[config.mk]
export PLATFORM = sky130hd
export DESIGN_NAME = regfile_dump_streamer_flat
export DESIGN_NICKNAME = d
export VERILOG_FILES = /design/src/rtl/regfile_dump_streamer_if.sv /design/src/rtl/regfile_dump_streamer.sv /design/src/flat_wrapper.sv
export SDC_FILE = /design/constraint.sdc
export NUM_CORES = 1
export LEC_CHECK = 0
export CAP_MARGIN = 0
export CORE_MARGIN = 2
export CORE_UTILIZATION = 25
export DETAILED_ROUTE_END_ITERATION = 12
export PLACE_DENSITY = 0.53
export RECOVER_POWER = 25
export SYNTH_ARGS = -nofsm -noshare
export SYNTH_HDL_FRONTEND = slang
export SYNTH_SLANG_ARGS = --single-unit
[constraint.sdc]
create_clock -name clk -period 15.4 [get_ports clk]
set_input_delay 2.31 -clock clk [delete_from_list [all_inputs] [get_ports clk]]
set_output_delay 2.31 -clock clk [all_outputs]
set_load 0.01 [all_outputs]
[src/rtl/regfile_dump_streamer_if.sv]
// Byte-stream valid/ready bus carrying a register-file dump frame.
interface regfile_dump_streamer_if;
  logic [7:0] out_data;
  logic       out_valid;
  logic       out_ready;
  logic       out_last;

  modport master (output out_data, output out_valid, output out_last, input out_ready);
  modport slave  (input out_data, input out_valid, input out_last, output out_ready);
endinterface

[src/rtl/regfile_dump_streamer.sv]
// Snapshots the 16 register-file values on start and streams them as a byte frame:
// header, 64 data bytes, XOR checksum (flagged with out_last).
module regfile_dump_streamer #(
  parameter logic [7:0] HEADER     = 8'hA5,
  parameter bit         BIG_ENDIAN = 1'b0
) (
  input  logic        clk,
  input  logic        rst,
  input  logic        start,
  input  logic [31:0] register_32bits_0_value,
  input  logic [31:0] register_32bits_1_value,
  input  logic [31:0] register_32bits_2_value,
  input  logic [31:0] register_32bits_3_value,
  input  logic [31:0] register_32bits_4_value,
  input  logic [31:0] register_32bits_5_value,
  input  logic [31:0] register_32bits_6_value,
  input  logic [31:0] register_32bits_7_value,
  input  logic [31:0] register_32bits_8_value,
  input  logic [31:0] register_32bits_9_value,
  input  logic [31:0] register_32bits_10_value,
  input  logic [31:0] register_32bits_11_value,
  input  logic [31:0] register_32bits_12_value,
  input  logic [31:0] register_32bits_13_value,
  input  logic [31:0] register_32bits_14_value,
  input  logic [31:0] register_32bits_15_value,
  output logic        busy,
  output logic        done,
  regfile_dump_streamer_if.master stream
);

  typedef enum logic [1:0] {IDLE, HDR, DATA, CSUM} state_t;

  state_t      state;
  logic [5:0]  idx;
  logic [5:0]  nxt_idx;
  logic [7:0]  csum;
  logic [31:0] live [16];
  logic [31:0] snap [16];
  logic        hs;

  assign live[0]  = register_32bits_0_value;
  assign live[1]  = register_32bits_1_value;
  assign live[2]  = register_32bits_2_value;
  assign live[3]  = register_32bits_3_value;
  assign live[4]  = register_32bits_4_value;
  assign live[5]  = register_32bits_5_value;
  assign live[6]  = register_32bits_6_value;
  assign live[7]  = register_32bits_7_value;
  assign live[8]  = register_32bits_8_value;
  assign live[9]  = register_32bits_9_value;
  assign live[10] = register_32bits_10_value;
  assign live[11] = register_32bits_11_value;
  assign live[12] = register_32bits_12_value;
  assign live[13] = register_32bits_13_value;
  assign live[14] = register_32bits_14_value;
  assign live[15] = register_32bits_15_value;

  assign hs      = stream.out_valid && stream.out_ready;
  assign nxt_idx = idx + 6'd1;

  function automatic logic [7:0] lane_byte(input logic [31:0] word, input logic [1:0] lane);
    logic [1:0] sel;
    sel = BIG_ENDIAN ? (2'd3 - lane) : lane;
    return word[8*sel +: 8];
  endfunction

  // Snapshot is pure data: no reset, captured only when a dump is accepted.
  always_ff @(posedge clk) begin
    if (state == IDLE && start) begin
      snap <= live;
    end
  end

  always_ff @(posedge clk) begin
    if (rst) begin
      state            <= IDLE;
      idx              <= '0;
      csum             <= '0;
      busy             <= 1'b0;
      done             <= 1'b0;
      stream.out_valid <= 1'b0;
      stream.out_last  <= 1'b0;
      stream.out_data  <= 8'h00;
    end else begin
      done <= 1'b0;
      case (state)
        IDLE: begin
          if (start) begin
            state            <= HDR;
            idx              <= '0;
            csum             <= '0;
            busy             <= 1'b1;
            stream.out_valid <= 1'b1;
            stream.out_data  <= HEADER;
          end
        end
        HDR: begin
          if (hs) begin
            state           <= DATA;
            stream.out_data <= lane_byte(snap[0], 2'd0);
          end
        end
        DATA: begin
          if (hs) begin
            csum <= csum ^ stream.out_data;
            idx  <= nxt_idx;
            // The last data byte folds straight into the checksum being presented.
            if (idx == 6'd63) begin
              state           <= CSUM;
              stream.out_data <= csum ^ stream.out_data;
              stream.out_last <= 1'b1;
            end else begin
              stream.out_data <= lane_byte(snap[nxt_idx[5:2]], nxt_idx[1:0]);
            end
          end
        end
        CSUM: begin
          if (hs) begin
            state            <= IDLE;
            busy             <= 1'b0;
            done             <= 1'b1;
            stream.out_valid <= 1'b0;
            stream.out_last  <= 1'b0;
          end
        end
        default: state <= IDLE;
      endcase
    end
  end

endmodule

[src/flat_wrapper.sv]
// flat-port wrapper written by rule: the top's interface ports become plain ports
module regfile_dump_streamer_flat 
#(
  parameter logic [7:0] HEADER     = 8'hA5,
  parameter bit         BIG_ENDIAN = 1'b0
)
  (clk, rst, start, register_32bits_0_value, register_32bits_1_value, register_32bits_2_value, register_32bits_3_value, register_32bits_4_value, register_32bits_5_value, register_32bits_6_value, register_32bits_7_value, register_32bits_8_value, register_32bits_9_value, register_32bits_10_value, register_32bits_11_value, register_32bits_12_value, register_32bits_13_value, register_32bits_14_value, register_32bits_15_value, busy, done, stream_out_data, stream_out_valid, stream_out_last, stream_out_ready);
  regfile_dump_streamer_if stream_i ();
  input  logic clk;
  input  logic rst;
  input  logic start;
  input  logic [31:0] register_32bits_0_value;
  input  logic [31:0] register_32bits_1_value;
  input  logic [31:0] register_32bits_2_value;
  input  logic [31:0] register_32bits_3_value;
  input  logic [31:0] register_32bits_4_value;
  input  logic [31:0] register_32bits_5_value;
  input  logic [31:0] register_32bits_6_value;
  input  logic [31:0] register_32bits_7_value;
  input  logic [31:0] register_32bits_8_value;
  input  logic [31:0] register_32bits_9_value;
  input  logic [31:0] register_32bits_10_value;
  input  logic [31:0] register_32bits_11_value;
  input  logic [31:0] register_32bits_12_value;
  input  logic [31:0] register_32bits_13_value;
  input  logic [31:0] register_32bits_14_value;
  input  logic [31:0] register_32bits_15_value;
  output logic busy;
  output logic done;
  output wire logic [$bits(stream_i.out_data)-1:0] stream_out_data;
  output wire logic [$bits(stream_i.out_valid)-1:0] stream_out_valid;
  output wire logic [$bits(stream_i.out_last)-1:0] stream_out_last;
  input wire logic [$bits(stream_i.out_ready)-1:0] stream_out_ready;
  assign stream_out_data = stream_i.out_data;
  assign stream_out_valid = stream_i.out_valid;
  assign stream_out_last = stream_i.out_last;
  assign stream_i.out_ready = stream_out_ready;
  regfile_dump_streamer #(.HEADER(HEADER), .BIG_ENDIAN(BIG_ENDIAN)) u_core (.clk(clk), .rst(rst), .start(start), .register_32bits_0_value(register_32bits_0_value), .register_32bits_1_value(register_32bits_1_value), .register_32bits_2_value(register_32bits_2_value), .register_32bits_3_value(register_32bits_3_value), .register_32bits_4_value(register_32bits_4_value), .register_32bits_5_value(register_32bits_5_value), .register_32bits_6_value(register_32bits_6_value), .register_32bits_7_value(register_32bits_7_value), .register_32bits_8_value(register_32bits_8_value), .register_32bits_9_value(register_32bits_9_value), .register_32bits_10_value(register_32bits_10_value), .register_32bits_11_value(register_32bits_11_value), .register_32bits_12_value(register_32bits_12_value), .register_32bits_13_value(register_32bits_13_value), .register_32bits_14_value(register_32bits_14_value), .register_32bits_15_value(register_32bits_15_value), .busy(busy), .done(done), .stream(stream_i));
endmodule
== Word level (Yosys, flattened, before mapping) ==
Index checks and enable logic that the tools add are counted.
Word-level totals
  flip-flop bits (word level): 539
  input port bits: 516
  output and inout bits: 12
  word-level logic and storage cells: 78
Operators by class
  add/subtract/negate cells: 1
  $lt $le $gt $ge: 1
  equality and inequality tests: 9
  shift-type cells: 1
  multiplexer cells: 27
  bitwise operators: 3
  reduce and logical (&&, ||, !) cells: 13
Operator list (count)
  binary-select mux 32 bit (select 4 bit): 1
  2-to-1 mux 32 bit: 2
  2-to-1 mux 8 bit: 6
  indexed part select 32 x 6 -> 8 bit: 1
  one-hot mux 8 bit (3 select lines): 1
  one-hot mux 8 bit (2 select lines): 1
  2-to-1 mux 6 bit: 2
  one-hot mux 6 bit (2 select lines): 1
  2-to-1 mux 2 bit: 5
  != test 2 x 1 -> 1 bit (second input constant): 4
  one-hot mux 2 bit (4 select lines): 1
  AND reduction 4 bit: 2
  XOR 8 bit: 1
  adder 6 x 1 -> 6 bit (second input constant): 1
  == test 6 bit (second input constant): 1
  AND reduction 3 bit: 2
  nonzero test 2 bit: 3
  greater-or-equal comparator 5 bit (second input constant): 1
  2-to-1 mux 1 bit: 5
  NOT 4 -> 5 bit: 1
  AND reduction 5 bit: 1
  == test 2 bit (second input constant): 2
  one-hot mux 1 bit (2 select lines): 2
  nonzero test 3 bit: 1
  6 further kinds: 7

== Longest topological paths before layout ==
Gate-level depths: netlist of run 1.
  word-level depth: 9
  gate-level depth with buffers: 12
  mapped depth without buffers: 9

== Least setup slack after synthesis of run 1 ==
Ideal clock, no wire load.
  kind: input to register
  from: input start
  to: register u_core.snap[0] (netlist bit), enable pin
  library setup time: 941 ps
  data arrival time: 13720 ps
  data required time: 14459 ps
  path slack: 740 ps
  stages on the path: 1
  path buffers: 0
  cells stage by stage: and2_1
Between the ends
  word-level cells in the longest chain between the ends: 1
Ends and longest elaborated chain
  from (decl): line flat_wrapper.sv:11  | input logic start;
  logical AND 1 bit: line regfile_dump_streamer.sv:69  | if (state == IDLE && start) begin
  to (signal assigned): line regfile_dump_streamer.sv:70  | snap <= live;
  to (decl): line regfile_dump_streamer.sv:38  | logic [31:0] snap [16];
No other way between the ends.
A chain may end at the register's enable or synchronous reset.

== Worst setup path after layout of run 1 ==
  from: register u_core.idx[0]
  to: register u_core.stream.out_data[7]
Between the ends
  word-level cells in the longest chain between the ends: 9
  elaborated cells on any way between the ends: 10
  classes of those cells: add/sub: 1; eq/ne: 1; shift: 1; mux: 6; bitwise: 1
Ends and longest elaborated chain
  from (decl): line regfile_dump_streamer.sv:34  | logic [5:0] idx;
  from (signal assigned): line regfile_dump_streamer.sv:106  | idx <= nxt_idx;
  adder 6 x 1 -> 6 bit: line regfile_dump_streamer.sv:59  | assign nxt_idx = idx + 6'd1;
  NOT 4 -> 5 bit (not written as such): line regfile_dump_streamer.sv:113  | stream.out_data <= lane_byte(snap[nxt_idx[5:2]], nxt_idx[1:0]);
  binary-select mux 32 bit (select 4 bit): line regfile_dump_streamer.sv:113
  2-to-1 mux 32 bit (not written as such) (2 in series): line regfile_dump_streamer.sv:113
  indexed part select 32 x 6 -> 8 bit: line regfile_dump_streamer.sv:64  | return word[8*sel +: 8];
  2-to-1 mux 8 bit (*): line regfile_dump_streamer.sv:108  | if (idx == 6'd63) begin
  2-to-1 mux 8 bit (*): line regfile_dump_streamer.sv:104  | if (hs) begin
  one-hot mux 8 bit (3 select lines) (*): line regfile_dump_streamer.sv:86  | case (state)
  to (signal assigned): line regfile_dump_streamer.sv:100  | stream.out_data <= lane_byte(snap[0], 2'd0);
  to (signal assigned): line regfile_dump_streamer.sv:110  | stream.out_data <= csum ^ stream.out_data;
  to (signal assigned): line regfile_dump_streamer.sv:113
  to (decl): line regfile_dump_streamer_if.sv:8  | modport master (output out_data, output out_valid, output out_last, input out_ready);
Every way passes the cells marked *; elsewhere a longest branch is shown, timed or not. The select of a mux whose other input is x is not followed.

==> results, run 1 <==
- The total design power is 4.30 mW.
- Counting stages on the worst path, the most repeated cell is sky130_fd_sc_hd__buf_4.
- Together, buffers and inverters on the worst path number 2.
- Summed over all failing endpoints, the final setup total negative slack is 0 ns.
- In the routed layout, each cell is associated on average with a via count of 4.70.
- The post-CTS setup-driven buffer insertion count is 0.
- The post-synthesis to final-layout area growth is 37.6%.
- The clock tree synthesis step divided the H-tree into 2 levels.
- The delay of the slowest cell on the worst path is 0.86 ns.
- The clock transition time at the flip-flop clock pins of the worst setup and hold paths is 0.06 ns.
- The final design area excluding fillers is 31300 µm².
- Clock latency on the worst-skew pair, taken at its later pin, is 0.65 ns.
- Summing the areas of all fa, ha and maj instances in the mapped netlist gives 0.330% of the synthesized area.
- The estimated wirelength of the detail-placed design is 57600 µm.
- The die is 306 µm tall.
- The utilization after layout is 34.7%.
- The area enclosed by the die boundary is 93400 µm².
- The library cell used most frequently in the layout, excluding fill and tap cells, is sky130_fd_sc_hd__edfxtp_1.
- The share of total power dissipated in the clock network is 34.3%.
- In this run the worst path has a maximum fanout of 64.
- The top cell types in the final layout, fill and taps aside, are 512 x sky130_fd_sc_hd__edfxtp_1, 265 x sky130_fd_sc_hd__dlygate4sd3_1, 262 x sky130_fd_sc_hd__clkdlybuf4s50_1, 185 x sky130_fd_sc_hd__nand2_1, 133 x sky130_fd_sc_hd__a21oi_1.
- Net switching is 26.6% of the power.
- For hold timing, the worst endpoint is u_core.csum[1]$_SDFFE_PP0P_.
- For the worst flop-to-flop path, the logic depth is 8.
- The worst voltage drop across the vdd grid is 122 µV.
- The number of I/O pins is 528.
- The clock drives 539 sinks.
- In this run the cell area measured after placement is 29200 µm².
- The internal power of the cells totals 3.16 mW.
- In this run the critical register-to-register path is captured at u_core.stream.out_data[7]$_SDFFE_PP0P_.
- In this run, the number of DRC markers left after iteration 0 of detailed routing was 1206.
- Input and output buffers added on the ports amount to 527.
- Summed over all nets, the switching power comes to 1.14 mW.
- For the worst setup path, the data arrival time is 5.97 ns.
- The worst reg2reg path startpoint is u_core.idx[0]$_SDFFE_PP0P_.
- The tree is rooted in a sky130_fd_sc_hd__clkbuf_16.
- The total clock buffers created by CTS is 61.
- The max capacitance violation total is 0.
- The type of the tightest min-delay check is reg2reg.
- The via count is 15500.
- In this run, synthesis inferred 512 flip-flops with an integrated enable.
- The final antenna-violating net count is 0.
- At the pin with the least slew margin, the transition time is 1.27 ns.
- The starting density of the core is 25.2%.
- STA classifies the critical path startpoint as a flip-flop.
- The total power density per cell area is 137 nW/µm².
- Setup violations remaining at the end of the flow were counted as 0.
- The cell count after synthesis came out at 1555.
- Counting along the longest clock path gives a buffer depth of 3.
- The run finished with clean final reports.
- The initial antenna violation count is 33.
- The number of max-slew violations in the final report came to 0.
- The number of nets in the synthesized netlist is 2077.
- The share of the clock period used by the worst path is 35.6%.
- The top flip-flop cell by instance count after synthesis is sky130_fd_sc_hd__edfxtp_1.
- Averaged over all synthesized cells, the footprint is 14.6 µm².
- The routed wire length is 79800 µm.
- The post-detailed-route DRC marker count is 0.
- The highest clock frequency the design can meet is 0.183 GHz.
- The synthesized netlist devotes 9.36% of its cell area to simple gates.
- TritonCTS built the clock tree.
- The relative contribution of combinational cells to total power is 15.5%.
- The register-to-register path setup slack is 9.92 ns.
- The average routed wire per standard cell is 24.2 µm.
- The analysis attributes to cell leakage a power of 10.2 nW.
- In this run the most critical hold path is launched from u_core.csum[1]$_SDFFE_PP0P_.
- The main combinational cell family by area after synthesis is simple AND/OR/NAND/NOR gates.
- The worst setup slack after placement is 9.58 ns.
- The cell family contributing the most delay on the critical path is buffers and inverters.
- The critical path class is reg2reg.
- Of all flip-flops after synthesis, the portion carrying an async set or reset was 0%.
- The all-layer global routing usage is 16.7%.
- In this run, flip-flops and latches consume 50.3% of the power.
- The number of gates resized after cts is 0.
- After synthesis, the netlist uses 66 different library cells.
- The post-synthesis register bit count is 539.
- The standard cell core area is 90100 µm².
- On the critical path, the stage with the largest delay is an instance of sky130_fd_sc_hd__a2111oi_0.
- Measured against the total synthesized area, the mux share comes to 9.12%.
- The worst pin sits at a relative slew slack of 14.3%.
- After floorplanning, the core was divided into 110 placement rows.
- The hold violation count in the final report is 0.
- After the last flow step, the layout net total stands at 2590.
- The routability congestion estimate from global placement is 0.811.
- Setup repair after global routing left no endpoint under its margin.
- The signal on the critical path passes through nand3_4, xnor2_4, buf_4, buf_4, mux4_2, a2111oi_0, nor3_1, o31a_1.
- The area of the mapped netlist is 22700 µm².
- The first-pass GRT wire length is 113000 µm.
- The count of hold-fix buffers inserted at cts is 0.
- The post-route netlist has 8.37% of its cells at a drive strength greater than 1.
- The critical path data required time is 15.89 ns.
- After synthesis, flip-flops and latches occupy 70.0% of the total area.
- The largest net degree at the start of global routing is 179.
- The worst hold path was traced through 2 stages.
- The synthesized-area fraction occupied by ao, oa, aoi and oai cells is 8.25%.
- The number of global-route vias before repair came to 16100.
- The worst path needs 5.48 ns of the cycle, external delays included.
- The post-layout worst setup margin is 9.92 ns.
- The Yosys step of the flow raised 0 warnings.
- The global-route congestion overflow total is 0.
- After Yosys synthesis, XOR and XNOR cells account for 0.721% of the synthesized area.
- The number of detailed-routing iterations run before antenna repair is 5.
- STA classifies the critical path endpoint as a flip-flop.
- The x dimension of the die is 306 µm.
- The largest clock skew in the final design is 0.0539 ns.
-- cell usage after synthesis (all sizes together), types with 3 or more instances --
| master | n | area share (%) |
|---|---|---|
| o211ai | 26 | 0.86 |
| nand3 | 36 | 0.87 |
| a2111oi | 5 | 0.22 |
| mux2i | 101 | 4.4 |
| a211oi | 4 | 0.13 |
| a21oi | 133 | 2.9 |
| and2 | 6 | 0.17 |
| o21ai | 47 | 1.0 |
| nand2b | 76 | 2.1 |
| nor4 | 10 | 0.28 |
| o22ai | 39 | 1.1 |
| nor3 | 24 | 0.53 |
| xor2 | 3 | 0.15 |
| a221oi | 9 | 0.35 |
| mux4 | 46 | 4.6 |
| a22oi | 3 | 0.099 |
| nand2 | 186 | 3.1 |
| a2bb2oi | 3 | 0.12 |
| dfxtp | 27 | 2.4 |
| nor2b | 15 | 0.41 |
| nand3b | 9 | 0.30 |
| a311oi | 3 | 0.12 |
| a32oi | 4 | 0.15 |
| o31a | 5 | 0.19 |
| buf | 51 | 1.4 |
| o2111ai | 4 | 0.15 |
| or2 | 4 | 0.11 |
| inv | 4 | 0.066 |
| edfxtp | 512 | 68 |
| clkbuf | 47 | 0.78 |
| xnor2 | 11 | 0.57 |
| a31oi | 3 | 0.083 |
| nor2 | 44 | 0.74 |
| ha | 6 | 0.33 |
| nand4 | 17 | 0.47 |
| and3 | 6 | 0.17 |
| a41oi | 7 | 0.27 |
-- layer usage --
metal	global-route usage, %	vias up	routed length [µm]
met1	20.6	7737	32400
met5	0	-	117
met2	29.2	597	40200
met3	3.82	133	5160
met4	4.53	18	1870
li1	-	7041	-
-- stage by stage --
| stage | cells | hold slack (ns) |
|---|---|---|
| floorplan | 1555 | 0.469 |
| global placement | 3181 | 0.477 |
| detailed placement | 3181 | 0.492 |
| CTS | 3290 | 0.502 |
| global route | 3296 | 0.525 |
| finish | 3300 | 0.503 |
-- power by group through the flow --
stage | clock, mW | combinational, mW | sequential, mW
2_1_floorplan | 0 | 0.354 | 2.36
3_3_place_gp | 0 | 0.670 | 2.18
3_5_place_dp | 0 | 0.682 | 2.19
4_1_cts | 1.52 | 0.686 | 2.16
5_1_grt | 1.57 | 0.724 | 2.19
6_report | 1.47 | 0.665 | 2.16
-- worst register-to-register path: cells and delay by family, from the launching register on --
family | cells | cell delay (ns)
buf+inv | 2 | 1.34
compound gates | 2 | 1.22
simple gates | 2 | 0.83
xor+xnor | 1 | 0.76
flops | 1 | 0.73
mux | 1 | 0.45
-- state kept, by name, indices dropped and copies added, names as in the netlist --
| name | count |
|---|---|
| u_core.snap | 512 |
| u_core.stream.out_last | 1 |
| u_core.state | 2 |
| u_core.stream.out_data | 8 |
| u_core.stream.out_valid | 1 |
| u_core.idx | 6 |
| u_core.done | 1 |
| u_core.csum | 8 |
-- final cells by class --
cell class	count	area [µm²]
tap	1176	1470
multi-input combinational	914	6380
inverter	4	15.0
fill	8625	58800
sequential	539	15900
clock inverter	33	419
antenna	10	25.0
clock buffer	76	1620
timing repair buffer	548	5450
-- kinds of logic (layout without fill, tap and decap cells) --
group	Yosys count	in the layout
AOI/OAI and AO/OA	307	307
xor gates and xnor gates	14	14
adders and majority gates	6	6
buffers and inverters	102	661
DFF	539	539
muxes	149	149
other	0	10
and+or+nand+nor	438	438
-- worst max path at each step --
stage | start | end | slack, ns | cells past startpoint
after floorplan | start | u_core.snap[0]$_DFFE_PP_ | 0.74 | 1
after global placement | start | u_core.snap[468]$_DFFE_PP_ | 9.71 | 4
after detailed placement | start | u_core.snap[118]$_DFFE_PP_ | 9.58 | 4
after CTS | u_core.idx[0]$_SDFFE_PP0P_ | u_core.stream.out_data[0]$_SDFFE_PP0P_ | 9.72 | 8
after global routing | u_core.idx[0]$_SDFFE_PP0P_ | u_core.stream.out_data[0]$_SDFFE_PP0P_ | 9.56 | 8
final | u_core.idx[0]$_SDFFE_PP0P_ | u_core.stream.out_data[7]$_SDFFE_PP0P_ | 9.92 | 8
Note: power is estimated with default switching activity, not from simulation.
==> inputs of run 2 (changes only) <==
- PLACE_DENSITY: 0.53 -> 0.52
- clock period: 15.4 -> 5.09 ns (I/O delays scaled with it)
==> results, run 2 (synthesized netlist as in run 1, its figures left out) <==
- The flow ran to the end, and the final reports show no timing, DRC or antenna violations.
- The number of flip-flops under the largest register name is 512.
- The type of origin of the critical path is a flip-flop.
- The final design area excluding fillers is 31800 µm².
- Timing would allow up to 0.240 GHz.
- For the pin with the worst max-slew slack, the measured transition is 1.22 ns.
- The area enclosed by the die boundary is 93400 µm².
- The commonest non-fill, non-tap cell in the layout is sky130_fd_sc_hd__edfxtp_1.
- The first global-routing pass estimated 117000 µm of wire.
- The buffer cell driving the clock tree root is sky130_fd_sc_hd__clkbuf_16.
- The source-to-sink clock delay at the later pin of the worst-skew pair is 0.62 ns.
- In this run the power density over the cells is 429 nW/µm².
- The number of global-route vias before repair is 16000.
- Setup repair after global routing left no endpoint under its margin.
- The most prevalent standard cell on the critical path is sky130_fd_sc_hd__buf_4.
- The all-layer global routing usage is 17.6%.
- Setup violations remaining at the end of the flow were counted as 0.
- OpenSTA, run right after detailed placement, puts the worst setup slack at 0.990 ns.
- The number of max-slew violations in the final report is 0.
- The slowest stage of the critical path belongs to the cell sky130_fd_sc_hd__dfxtp_1.
- In the final layout, the registers with the most flip-flops are u_core.snap x512, u_core.csum x8, u_core.stream.out_data x8.
- The detailed-route vias per instance is 4.75.
- After layout, the worst setup slack is 0.923 ns.
- Relative to the synthesized area, the layout overhead comes to 39.8%.
- The total negative slack for setup checks is 0 ns.
- The post-placement cell area is 29500 µm².
- The global-route congestion overflow total is 0.
- For this configuration, the core starts out at a cell density of 25.2%.
- Pin placement for this block handled 528 I/O pins.
- The clock network fraction of design power is 36.0%.
- The hold violation count in the final report came to 0.
- The worst voltage drop across the vdd grid is 244 µV.
- The number of clock buffers added by TritonCTS is 67.
- The critical path class is reg2reg.
- The largest single stage delay on the critical path is 0.63 ns.
- Hold repair after CTS inserted 0 buffers.
- The total clock sinks is 539.
- The internal cell power is 9.87 mW.
- After detailed routing, the number of remaining DRC violations is 0.
- The DRC marker count from the first detailed-route iteration is 1397.
- Port buffering added 527 buffers.
- The initial antenna violation count is 42.
- The estimated wirelength of the detail-placed design is 63800 µm.
- TritonCTS built the clock tree.
- The largest net degree at the start of global routing is 101.
- The count of buffer and inverter cells on the critical path is 2.
- The relative contribution of combinational cells to total power is 15.9%.
- Dividing the detail-routed wire length by the instance count gives 25.3 µm.
- The share of the clock period used by the worst path is 81.9%.
- Of the total power, registers draw 48.1%.
- For the worst setup path, the data required time is 5.57 ns.
- Cells with a size suffix above 1 make up 9.80% of the layout.
- Of all nets on the critical path, the largest fanout is 37.
- In this run the remaining antenna-violating nets after routing total 0.
- Across the run, the number of max-cap violations was 0.
- The kind of cell with the highest combined delay on the critical path is buffers and inverters.
- The clock tree buffer depth is 3.
- The routability congestion estimate from global placement is 0.825.
- The number of detailed-routing iterations run before antenna repair is 7.
- The element type at the critical path end is a flip-flop.
- The critical path goes through ha_2, buf_4, nand3_2, xnor2_2, buf_4, mux4_2, mux2i_1, o221ai_1, o41ai_1, nand3_1.
- The clock transition time at the flip-flop clock pins of the worst setup and hold paths is 0.05 ns.
- The utilization after layout is 35.3%.
- After clock tree synthesis, the repair step resized 0 gates.
- In this run the static leakage power is 10.4 nW.
- For the worst setup path, the data arrival time is 4.65 ns.
- The largest clock skew in the final design is 0.0405 ns.
- The smallest hold slack is 0.501 ns.
- The register with the most flip-flops in the final layout is u_core.snap.
- In the layout the commonest cells are 512 x sky130_fd_sc_hd__edfxtp_1, 265 x sky130_fd_sc_hd__dlygate4sd3_1, 262 x sky130_fd_sc_hd__clkdlybuf4s50_1, 185 x sky130_fd_sc_hd__nand2_1, 133 x sky130_fd_sc_hd__a21oi_1.
- The number of H-tree levels is 3.
- Summed over all nets, the switching power comes to 3.76 mW.
- The site row count is 110.
- In this run the tightest slew margin relative to its limit is 18.1%.
- The switching share of total power is 27.6%.
- The routed layout has 15800 vias.
- The routed wire length is 84400 µm.
- The standard cell core area is 90100 µm².
- The type of the tightest min-delay check is reg2reg.
- For this run, the post-layout net count is 2614.
- The height of the die is 306 µm.
- After layout, the minimum clock period comes to 4.17 ns.
- After clock tree synthesis, the setup repair step added 0 buffers.
- The die is 306 µm wide.
[run 2: changes by cell type in the layout (fill, tap and decap cells not counted), sizes merged]
| cell | previous run | this run |
|---|---|---|
| clkbuf | 76 | 77 |
| bufinv | 7 | 8 |
| inv | 7 | 8 |
| buf | 21 | 39 |
| diode | 10 | 20 |
| clkinv | 21 | 24 |
| clkinvlp | 2 | 7 |
[run 2: metal layers]
layer | wire [µm] | track usage (%) | vias to the layer above
met5 | 136 | 0 | -
met3 | 5340 | 3.84 | 177
met2 | 41400 | 29.4 | 706
met4 | 3580 | 7.82 | 20
li1 | - | - | 7137
met1 | 33900 | 21.8 | 7807
[run 2: metrics by stage]
stage / instances / power (mW)
finish: 3339 / 13.6
global route: 3332 / 14.2
CTS: 3319 / 13.8
detailed placement: 3199 / 8.86
global placement: 3199 / 8.84
floorplan: 1555 / 7.69
[run 2: area by class of cell]
class	count	area, µm²
Fill cell	8592	58400
Sequential cell	539	15900
Multi-Input combinational cell	914	6390
Timing Repair Buffer	566	5680
Clock buffer	77	1710
Tap cell	1176	1470
Clock inverter	43	556
Antenna cell	20	50.0
Inverter	4	15.0
[run 2: path summary, 6_finish.rpt]
path | cells past startpoint | end | slack [ns] | from
worst max register to register | 10 | u_core.stream.out_data[1]$_SDFFE_PP0P_ | 0.92 | u_core.idx[0]$_SDFFE_PP0P_
worst max-delay path | 10 | u_core.stream.out_data[1]$_SDFFE_PP0P_ | 0.92 | u_core.idx[0]$_SDFFE_PP0P_
worst min register to register | 2 | u_core.csum[1]$_SDFFE_PP0P_ | 0.50 | u_core.csum[1]$_SDFFE_PP0P_
worst min-delay path | 2 | u_core.csum[1]$_SDFFE_PP0P_ | 0.50 | u_core.csum[1]$_SDFFE_PP0P_
[run 2: tightest hold or removal path, cell delays in order (launching register included)]
cell and delay [ns]:
sky130_fd_sc_hd__dfxtp_1 0.32, sky130_fd_sc_hd__o21ai_0 0.07, sky130_fd_sc_hd__a21oi_1 0.06
[run 2: power by group through the flow]
stage / Clock [mW] / Combinational, mW / Sequential, mW
final: 4.90 / 2.17 / 6.56
after floorplan: 0 / 1.07 / 6.62
after detailed placement: 0 / 2.23 / 6.63
after global routing: 5.20 / 2.34 / 6.63
after CTS: 5.03 / 2.24 / 6.55
after global placement: 0 / 2.23 / 6.61
==> inputs of run 3 (changes only) <==
- clock period: 5.09 -> 4.25 ns (I/O delays scaled with it)
==> results, run 3 (synthesized netlist as in run 1, its figures left out) <==
- The flow ran to the end, and the final reports show no timing, DRC or antenna violations.
- Global routing consumed, on the met3 layer, 3.82% of the routing resources.
- The hold violation count in the final report is 0.
- The first global-routing pass estimated 115000 µm of wire.
- The area enclosed by the die boundary is 93400 µm².
- The switching share of total power is 26.7%.
- Setup repair after global routing left no endpoint under its margin.
- The count of hold-fix buffers inserted at cts is 0.
- Entering global routing, the biggest net connects 126 pins.
- Power spread over the standard cell area amounts to 501 nW/µm².
- The number of fillers in the final layout is 8587.
- The layer flagged by global routing as most heavily used is met2.
- The starting density of the core is 25.2%.
- The total overflow left after global routing is 0.
- The destination of the worst hold path is u_core.csum[2]$_SDFFE_PP0P_.
- The highest clock frequency the design can meet is 0.254 GHz.
- The number of max-slew violations in the final report is 0.
- The critical path data required time is 4.80 ns.
- The max capacitance violation total is 0.
- Detailed placement ended at an HPWL of 62800 µm.
- Setup slack on the critical path of the routed design comes to 0.313 ns.
- The all-layer global routing usage is 17.3%.
- The DRC marker count from the first detailed-route iteration is 1204.
- Per report_power, the clock group accounts for 35.2% of the total.
- The number of flip-flops under the largest register name is 512.
- After detailed routing, the average wire length per cell comes to 24.8 µm.
- At the pin with the least slew margin, the transition time is 1.19 ns.
- After detailed routing, the number of vias per cell comes to 4.71.
- The height of the die is 306 µm.
- The launch instance of the worst min-delay path is u_core.csum[2]$_SDFFE_PP0P_.
- Combinational logic is responsible for 15.6% of the overall power.
- The worst setup path is captured at a flip-flop.
- The clock transition time at the flip-flop clock pins of the worst setup and hold paths is 0.06 ns.
- The final setup violation count is 0.
- Summed over all cells, the static leakage comes to 10.4 nW.
- The number of cells on the worst reg-to-reg path is 10.
- In this run the critical register-to-register path is launched from u_core.idx[2]$_SDFFE_PP0P_.
- The final antenna-violating net count is 0.
- The clock tree buffer depth is 3.
- The type of origin of the critical path is a flip-flop.
- The net count of the finished layout is 2628.
- In this run the register-to-register setup slack is 0.31 ns.
- The worst hold path passes through 2 cells.
- The first detailed-routing pass ran for 5 iterations.
- The site row count is 110.
- The internal cell power is 11.7 mW.
- At the worst endpoint, the arrival time is 4.49 ns.
- In this run the tool buffered the top-level ports with 527 buffer cells.
- The buffer cell driving the clock tree root is sky130_fd_sc_hd__clkbuf_16.
- The post-CTS setup-driven buffer insertion count is 0.
- After clock tree synthesis, the repair step resized 0 gates.
- The type of the tightest min-delay check is reg2reg.
- Leaving out fill and tap cells, the most frequent cells in the layout are 512 x sky130_fd_sc_hd__edfxtp_1, 265 x sky130_fd_sc_hd__dlygate4sd3_1, 262 x sky130_fd_sc_hd__clkdlybuf4s50_1, 185 x sky130_fd_sc_hd__nand2_1, 133 x sky130_fd_sc_hd__a21oi_1.
- The critical path class is reg2reg.
- The x dimension of the die is 306 µm.
- The TritonCTS clock tree is yes.
- For this block, the via count after detailed routing is 15800.
- The number of I/O pins is 528.
- Routability-driven placement finished with a final weighted congestion of 0.844.
- The share of cells above drive strength 1 is 10.1%.
- In the routed design, unresolved DRC markers number 0.
- The capture point of the worst reg-to-reg path is u_core.stream.out_data[2]$_SDFFE_PP0P_.
- The source-to-sink clock delay at the later pin of the worst-skew pair is 0.61 ns.
- OpenSTA, run right after detailed placement, puts the worst setup slack at 0.206 ns.
- The maximum fanout along the worst path is 27.
- Clock tree synthesis inserted a total of 66 buffers.
- The number of H-tree levels is 3.
- Final hold analysis gives a worst-case slack of 0.499 ns.
- The commonest non-fill, non-tap cell in the layout is sky130_fd_sc_hd__edfxtp_1.
- The area growth from synthesis to layout is 39.9%.
- Counting I/O delays and the setup requirement, the final critical path takes 3.94 ns.
- The largest clock skew in the final design is 0.0289 ns.
- The worst voltage drop across the vdd grid is 281 µV.
- For this run, global-route usage on met2 was measured as 30.5%.
- After layout, the worst path uses 92.6% of the clock period.
- The largest registers in the layout are u_core.snap x512, u_core.csum x8, u_core.stream.out_data x8.
- The clock drives 539 sinks.
- The number of global-route vias before repair is 16200.
- The routed wire length is 82800 µm.
- The initial antenna violation count was 39.
- In the final layout, the multi-input gates occupy 6390 µm².
- In this run, flip-flops and latches consume 49.2% of the power.
- The analysis attributes to net switching a power of 4.26 mW.
- The standard cell core area is 90100 µm².
- The worst slew margin relative to its limit is 20.0%.
- Global routing used 21.1% of the available met1 tracks.
- The register with the most flip-flops is u_core.snap.
- Registers take 15900 µm².
run 3: worst max-delay path: stages, from the launching register on:
cell and delay [ns]:
sky130_fd_sc_hd__dfxtp_1 0.65, sky130_fd_sc_hd__nand3_4 0.17, sky130_fd_sc_hd__xnor2_4 0.76, sky130_fd_sc_hd__buf_12 0.30
sky130_fd_sc_hd__buf_12 0.25, sky130_fd_sc_hd__buf_12 0.18, sky130_fd_sc_hd__mux2i_1 0.08, sky130_fd_sc_hd__o22ai_1 0.31
sky130_fd_sc_hd__o22ai_1 0.12, sky130_fd_sc_hd__nor4_1 0.79, sky130_fd_sc_hd__o31a_1 0.19
run 3: area by class of cell:
cell class | instances | area share, %
diodes | 14 | 0.110
clock buffers | 82 | 5.51
clock inverters | 34 | 1.32
inverters | 4 | 0.0472
multi-input cells | 914 | 20.1
flip-flops and latches | 539 | 50.0
well taps | 1176 | 4.62
repair buffers | 581 | 18.3
run 3: per-layer routing:
layer,routed length [µm],up-vias,part of all wire (%)
met2,41800,647,50
li1,-,7142,-
met4,2570,22,3.1
met3,5230,164,6.3
met1,33100,7783,40
met5,135,-,0.16
run 3: power groups by stage:
stage                     Clock (mW)  Sequential, mW  Combinational, mW
after floorplan                    0            7.93               1.29
after global placement             0            7.93               2.53
after detailed placement           0            7.95               2.58
after CTS                       5.78            7.86               2.58
after global routing            5.98            7.95               2.70
final                           5.62            7.85               2.49
run 3: metrics by stage:
stage,TNS [ns],util [%],cells,cell area [µm²],total power [mW]
detailed placement,0,32.9,3214,29600,10.5
global route,0,35.3,3334,31800,16.6
finish,0,35.3,3344,31800,16.0
floorplan,-186.84,-,1555,22700,9.22
CTS,0,35.3,3330,31800,16.2
global placement,0,32.9,3214,29600,10.5
run 3: worst max-delay path by stage:
| stage | end | start | cells past startpoint | slack [ns] |
|---|---|---|---|---|
| finish | u_core.stream.out_data[2]$_SDFFE_PP0P_ | u_core.idx[2]$_SDFFE_PP0P_ | 10 | 0.31 |
| global route | u_core.stream.out_data[0]$_SDFFE_PP0P_ | u_core.idx[2]$_SDFFE_PP0P_ | 7 | 0.09 |
| floorplan | u_core.snap[0]$_DFFE_PP_ | start | 1 | -0.36 |
| global placement | u_core.stream.out_data[0]$_SDFFE_PP0P_ | u_core.idx[2]$_SDFFE_PP0P_ | 7 | 0.19 |
| detailed placement | u_core.stream.out_data[0]$_SDFFE_PP0P_ | u_core.idx[2]$_SDFFE_PP0P_ | 7 | 0.21 |
| CTS | u_core.stream.out_data[0]$_SDFFE_PP0P_ | u_core.idx[2]$_SDFFE_PP0P_ | 7 | 0.19 |
